==> config.mk <==
export PLATFORM = sky130hd
export DESIGN_NAME = conv_result_writer
export DESIGN_NICKNAME = d
export VERILOG_FILES = /design/src/rtl/conv_result_writer.sv
export SDC_FILE = /design/constraint.sdc
export NUM_CORES = 1
export LEC_CHECK = 0
export ABC_AREA = 1
export BUFFER_PORTS_ARGS = -buffer_cell sky130_fd_sc_hd__buf_4
export CORE_MARGIN = 1
export CORE_UTILIZATION = 30
export CTS_CLUSTER_SIZE = 14
export DETAILED_ROUTE_END_ITERATION = 8
export GPL_ROUTABILITY_DRIVEN = 0
export PLACE_DENSITY = 0.55
export SYNTH_ARGS = -nofsm -noshare
export SYNTH_HDL_FRONTEND = slang
export SYNTH_SLANG_ARGS = --single-unit
==> constraint.sdc <==
create_clock -name i_clk -period 5.64 [get_ports i_clk]
set_input_delay 0.282 -clock i_clk [delete_from_list [all_inputs] [get_ports i_clk]]
set_output_delay 0.282 -clock i_clk [all_outputs]
set_load 0.1 [all_outputs]
==> src/rtl/conv_result_writer.sv <==
// conv_result_writer: buffers result pairs from the convolution core in a
// small FIFO and drains them into the single-port scratchpad, one byte per
// accepted cycle, honouring the scratchpad busy stall.
// Optional build macro: CONV_WB_DEDUP_EN -- skip the sum1 write when an
// entry's two destination addresses are equal (only sum2 is written).
module conv_result_writer #(
    parameter int ADDR_W = 10,
    parameter int DATA_W = 8,
    parameter int DEPTH  = 4
) (
    input  logic                     i_clk,
    input  logic                     i_rst,
    input  logic                     i_valid,
    input  logic [DATA_W-1:0]        i_sum1,
    input  logic [DATA_W-1:0]        i_sum2,
    input  logic [ADDR_W-1:0]        i_dest1,
    input  logic [ADDR_W-1:0]        i_dest2,
    input  logic                     i_mem_busy,
    input  logic                     i_clr_ovf,
    output logic                     o_ready,
    output logic                     o_wr_en,
    output logic [ADDR_W-1:0]        o_wr_addr,
    output logic [DATA_W-1:0]        o_wr_data,
    output logic [$clog2(DEPTH):0]   o_count,
    output logic                     o_busy,
    output logic                     o_overflow
);

    localparam int PTR_W = $clog2(DEPTH);
    localparam int CNT_W = PTR_W + 1;

    typedef enum logic [1:0] {
        IDLE   = 2'd0,
        WRITE1 = 2'd1,
        WRITE2 = 2'd2
    } state_t;

    state_t state, state_nxt;

    logic [DATA_W-1:0] sum1_q  [DEPTH];
    logic [DATA_W-1:0] sum2_q  [DEPTH];
    logic [ADDR_W-1:0] dest1_q [DEPTH];
    logic [ADDR_W-1:0] dest2_q [DEPTH];

    logic [PTR_W-1:0] rd_ptr, wr_ptr;
    logic [CNT_W-1:0] count, count_next;
    logic             full, push, pop, ovf_set;
    logic             head_skip, next_skip;

    assign full    = (count == CNT_W'(DEPTH));
    // The second write of the head entry retires it.
    assign pop     = (state == WRITE2) && !i_mem_busy;
    // A pop on the same edge frees the slot, so a push is legal even when full.
    assign push    = i_valid && (!full || pop);
    assign ovf_set = i_valid && full && !pop;
    assign count_next = count + CNT_W'(push) - CNT_W'(pop);

`ifdef CONV_WB_DEDUP_EN
    logic [PTR_W-1:0] nxt_ptr;
    assign nxt_ptr   = rd_ptr + 1'b1;
    assign head_skip = (dest1_q[rd_ptr] == dest2_q[rd_ptr]);
    // After a pop the new head is either the next stored entry or, if the
    // FIFO held only one entry, the entry being pushed on this very edge.
    assign next_skip = (count > CNT_W'(1)) ? (dest1_q[nxt_ptr] == dest2_q[nxt_ptr])
                                           : (i_dest1 == i_dest2);
`else
    assign head_skip = 1'b0;
    assign next_skip = 1'b0;
`endif

    // FIFO storage; contents need no reset since pointers/count gate their use.
    always_ff @(posedge i_clk) begin
        if (push) begin
            sum1_q[wr_ptr]  <= i_sum1;
            sum2_q[wr_ptr]  <= i_sum2;
            dest1_q[wr_ptr] <= i_dest1;
            dest2_q[wr_ptr] <= i_dest2;
        end
    end

    // FIFO pointers, occupancy and sticky overflow flag.
    always_ff @(posedge i_clk or posedge i_rst) begin
        if (i_rst) begin
            rd_ptr     <= '0;
            wr_ptr     <= '0;
            count      <= '0;
            o_overflow <= 1'b0;
        end else begin
            if (push) wr_ptr <= wr_ptr + 1'b1;
            if (pop)  rd_ptr <= rd_ptr + 1'b1;
            count <= count_next;
            if (ovf_set)
                o_overflow <= 1'b1;
            else if (i_clr_ovf)
                o_overflow <= 1'b0;
        end
    end

    // FSM state register.
    always_ff @(posedge i_clk or posedge i_rst) begin
        if (i_rst) state <= IDLE;
        else       state <= state_nxt;
    end

    // FSM next-state logic.
    always_comb begin
        state_nxt = state;
        case (state)
            IDLE:
                if (count != '0)
                    state_nxt = head_skip ? WRITE2 : WRITE1;
            WRITE1:
                if (!i_mem_busy)
                    state_nxt = WRITE2;
            WRITE2:
                if (!i_mem_busy) begin
                    if (count_next != '0)
                        state_nxt = next_skip ? WRITE2 : WRITE1;
                    else
                        state_nxt = IDLE;
                end
            default:
                state_nxt = IDLE;
        endcase
    end

    // Output decode from registered state and FIFO head only.
    always_comb begin
        o_wr_en   = 1'b0;
        o_wr_addr = '0;
        o_wr_data = '0;
        case (state)
            WRITE1: begin
                o_wr_en   = 1'b1;
                o_wr_addr = dest1_q[rd_ptr];
                o_wr_data = sum1_q[rd_ptr];
            end
            WRITE2: begin
                o_wr_en   = 1'b1;
                o_wr_addr = dest2_q[rd_ptr];
                o_wr_data = sum2_q[rd_ptr];
            end
            default: ;
        endcase
    end

    assign o_ready = !full;
    assign o_count = count;
    assign o_busy  = (count != '0) || (state != IDLE);

endmodule

==> reports/qor.txt <==
Setup TNS - 0 ps
Fin Clk Skew - 11.4 ps
via count - 4101
CTS root buffer - clkbuf_16
WS Path Type - reg2reg
crit start category - register
synth top area cells - edfxtp_1 (68%), nor2_1 (8.1%), o21ai_0 (6.1%)
first-pass GRT wire length - 23.0 mm
layout cell share with drive strength beyond 1 - 0.177
postcts setup bufs - 0
Worst Path Required - 5950 ps
Yosys Warn Count - 0
synth cell count leaders - edfxtp_1 (144), nor2_1 (138), o21ai_0 (78)
critical path's slowest cell - ha_1
Final Net Count - 657
RSZ-0062 raised after global routing - no
filler instances - 2019
grt ovf - 0
Worst-path clk slew - 60 ps
# diodes - 0
detailed-route vias per instance - 4.62
worst setup path startpoint - state[0]
cells after synthesis - 538
Mapped Area - 6370 sq um
Die Span X - 148 um
register area share after synthesis - 0.718
count leader, synth - edfxtp_1
DRT iter0 DRCs - 312
crit path max fanout - 21
hold path depth - 2
RR Endpoint - state[0]
Synth Area per Inst - 11.8 sq um
worst hold path type - in2reg
worst-margin pin slew - 952 ps
initial antenna violation count - 0
fmax - 284 MHz
Hold Vio Cnt, Final - 0
vias in the first global route - 4156
io pins - 66
max-slew violation total from the final report - 0
die area - 21800 sq um
CTS tree - yes
Distinct cells, synth - 23
Synth top area share - 0.678
hold_sp - i_clr_ovf
Period minus WS final - 3520 ps
area grow syn2layout - 22.1%
Setup crit end kind - register
endpoints failing setup - 0
largest net degree at the start of global routing - 57
reg-to-reg setup timing slack - 2120 ps
Port Buffers - 65
wire per inst - 16.6 um
die height - 148 um
crit path DAT - 3830 ps
post-DP HPWL - 8.86 mm
Async S/R FF share, synth - 0.0649
remaining antenna violation count - 0
Clock Path Buffers - 2
status - complete, no violations
CP Cell Sequence - inv_1 -> ha_1 -> inv_1 -> or2_2 -> inv_1 -> o21ai_4 -> ha_1 -> inv_1 -> ha_1 -> fa_1 -> nor2_1 -> nand3_1 -> nand2_1 -> nand2_1 -> nand2_1 -> nand2_1
MaxCap Viol Count - 0
Total Wirelength - 14.7 mm
area of the core - 20600 sq um
Reg2Reg Depth - 16
clk_lat worst skew - 430 ps
Critical Path End - state[0]
Tot GR Track Use - 0.142
drt pass-1 iters - 4
CTS buffer count - 17
origin of the critical flop-to-flop path - state[0]
row cnt - 52
Syn Nets - 591
Synth area leader - edfxtp_1
number of synthesized flops with an enable pin - 144
Slew headroom - 0.365
Tcrit/Tclk final - 0.624
Residual DRC - 0
Main synth FF type - edfxtp_1
Worst path max stage delay - 790 ps
CTS sink cnt - 154
effective utilization at floorplan - 0.310
Yosys reg bits - 154
htree depth - 4
registers in the layout, indices dropped and copies added (netlist names):
name        count
dest2_q        40
sum1_q         32
o_count         3
rd_ptr          2
o_overflow      1
wr_ptr          2
state           2
sum2_q         32
dest1_q        40
worst max-delay path: cells and delay by family, from the launching register on:
kind	cells	cell delay (ps)
AOI/OAI and AO/OA	1	150
buffers and inverters	4	370
adders and majority gates	4	1750
and+or+nand+nor	7	710
DFF	1	430
cell type report:
type / instances / area [sq um] / share of cell area
flip-flops and latches: 154 / 4580 / 0.588
multi-input cells: 336 / 1580 / 0.202
repair buffers: 74 / 558 / 0.0717
clock buffers: 17 / 425 / 0.0547
well taps: 270 / 338 / 0.0434
clock inverters: 15 / 228 / 0.0293
inverters: 21 / 81.3 / 0.0105
worst min-delay path by stage:
stage / endpoint / slack, ps
after global routing: sum1_q[1][1] / 40
after floorplan: o_count[0] / 120
after detailed placement: o_overflow / 300
after global placement: o_overflow / 300
final: o_overflow / 50
after CTS: o_overflow / 40
cell usage in the layout (no fill, tap or decap), drive strengths merged, types with 6 or more instances in the layout:
master	count
edfxtp	144
nor2	138
o21ai	92
buf	73
nand2	66
a21oi	20
inv	20
clkbuf	17
ha	11
dfrtp	10
clkinv	10
bufinv	6
through the flow:
stage	hold slack, ps	instance area [sq um]	util	std cells	worst slack [ps]
global placement	296	7120	0.346	854	2190
finish	53.5	7780	0.378	887	2120
CTS	39.4	7780	0.378	887	2090
floorplan	122	6370	-	538	1600
detailed placement	303	7120	0.346	854	2100
global route	38.1	7780	0.378	887	1830
logic make-up (layout without fill, tap and decap cells):
family                   Yosys count  in the layout  share of synthesized area
AO/OA/AOI/OAI                    113            113                     0.0907
XOR/XNOR                           2              2                    0.00275
adder cells (fa/ha/maj)           12             12                     0.0247
buffers and inverters             48            127                     0.0400
flip-flops                       154            154                      0.718
AND/OR/NAND/NOR                  209            209                      0.124
routing by layer:
layer / vias to the layer above / wire, um / track usage
met5: - / 0 / 0
met4: 0 / 183 / 0.0464
met3: 17 / 712 / 0.0349
met2: 102 / 7160 / 0.231
met1: 1998 / 6630 / 0.187
li1: 1984 / - / -
timing repair:
item	in CTS	in global routing
gates resized for setup	0	0
endpoints found under the hold margin	10	0
endpoints found under the setup margin	0	0
hold buffers	1	0
Power is not shown: default switching activity piles up to over one toggle a cycle in this logic, so the estimate is an artifact.
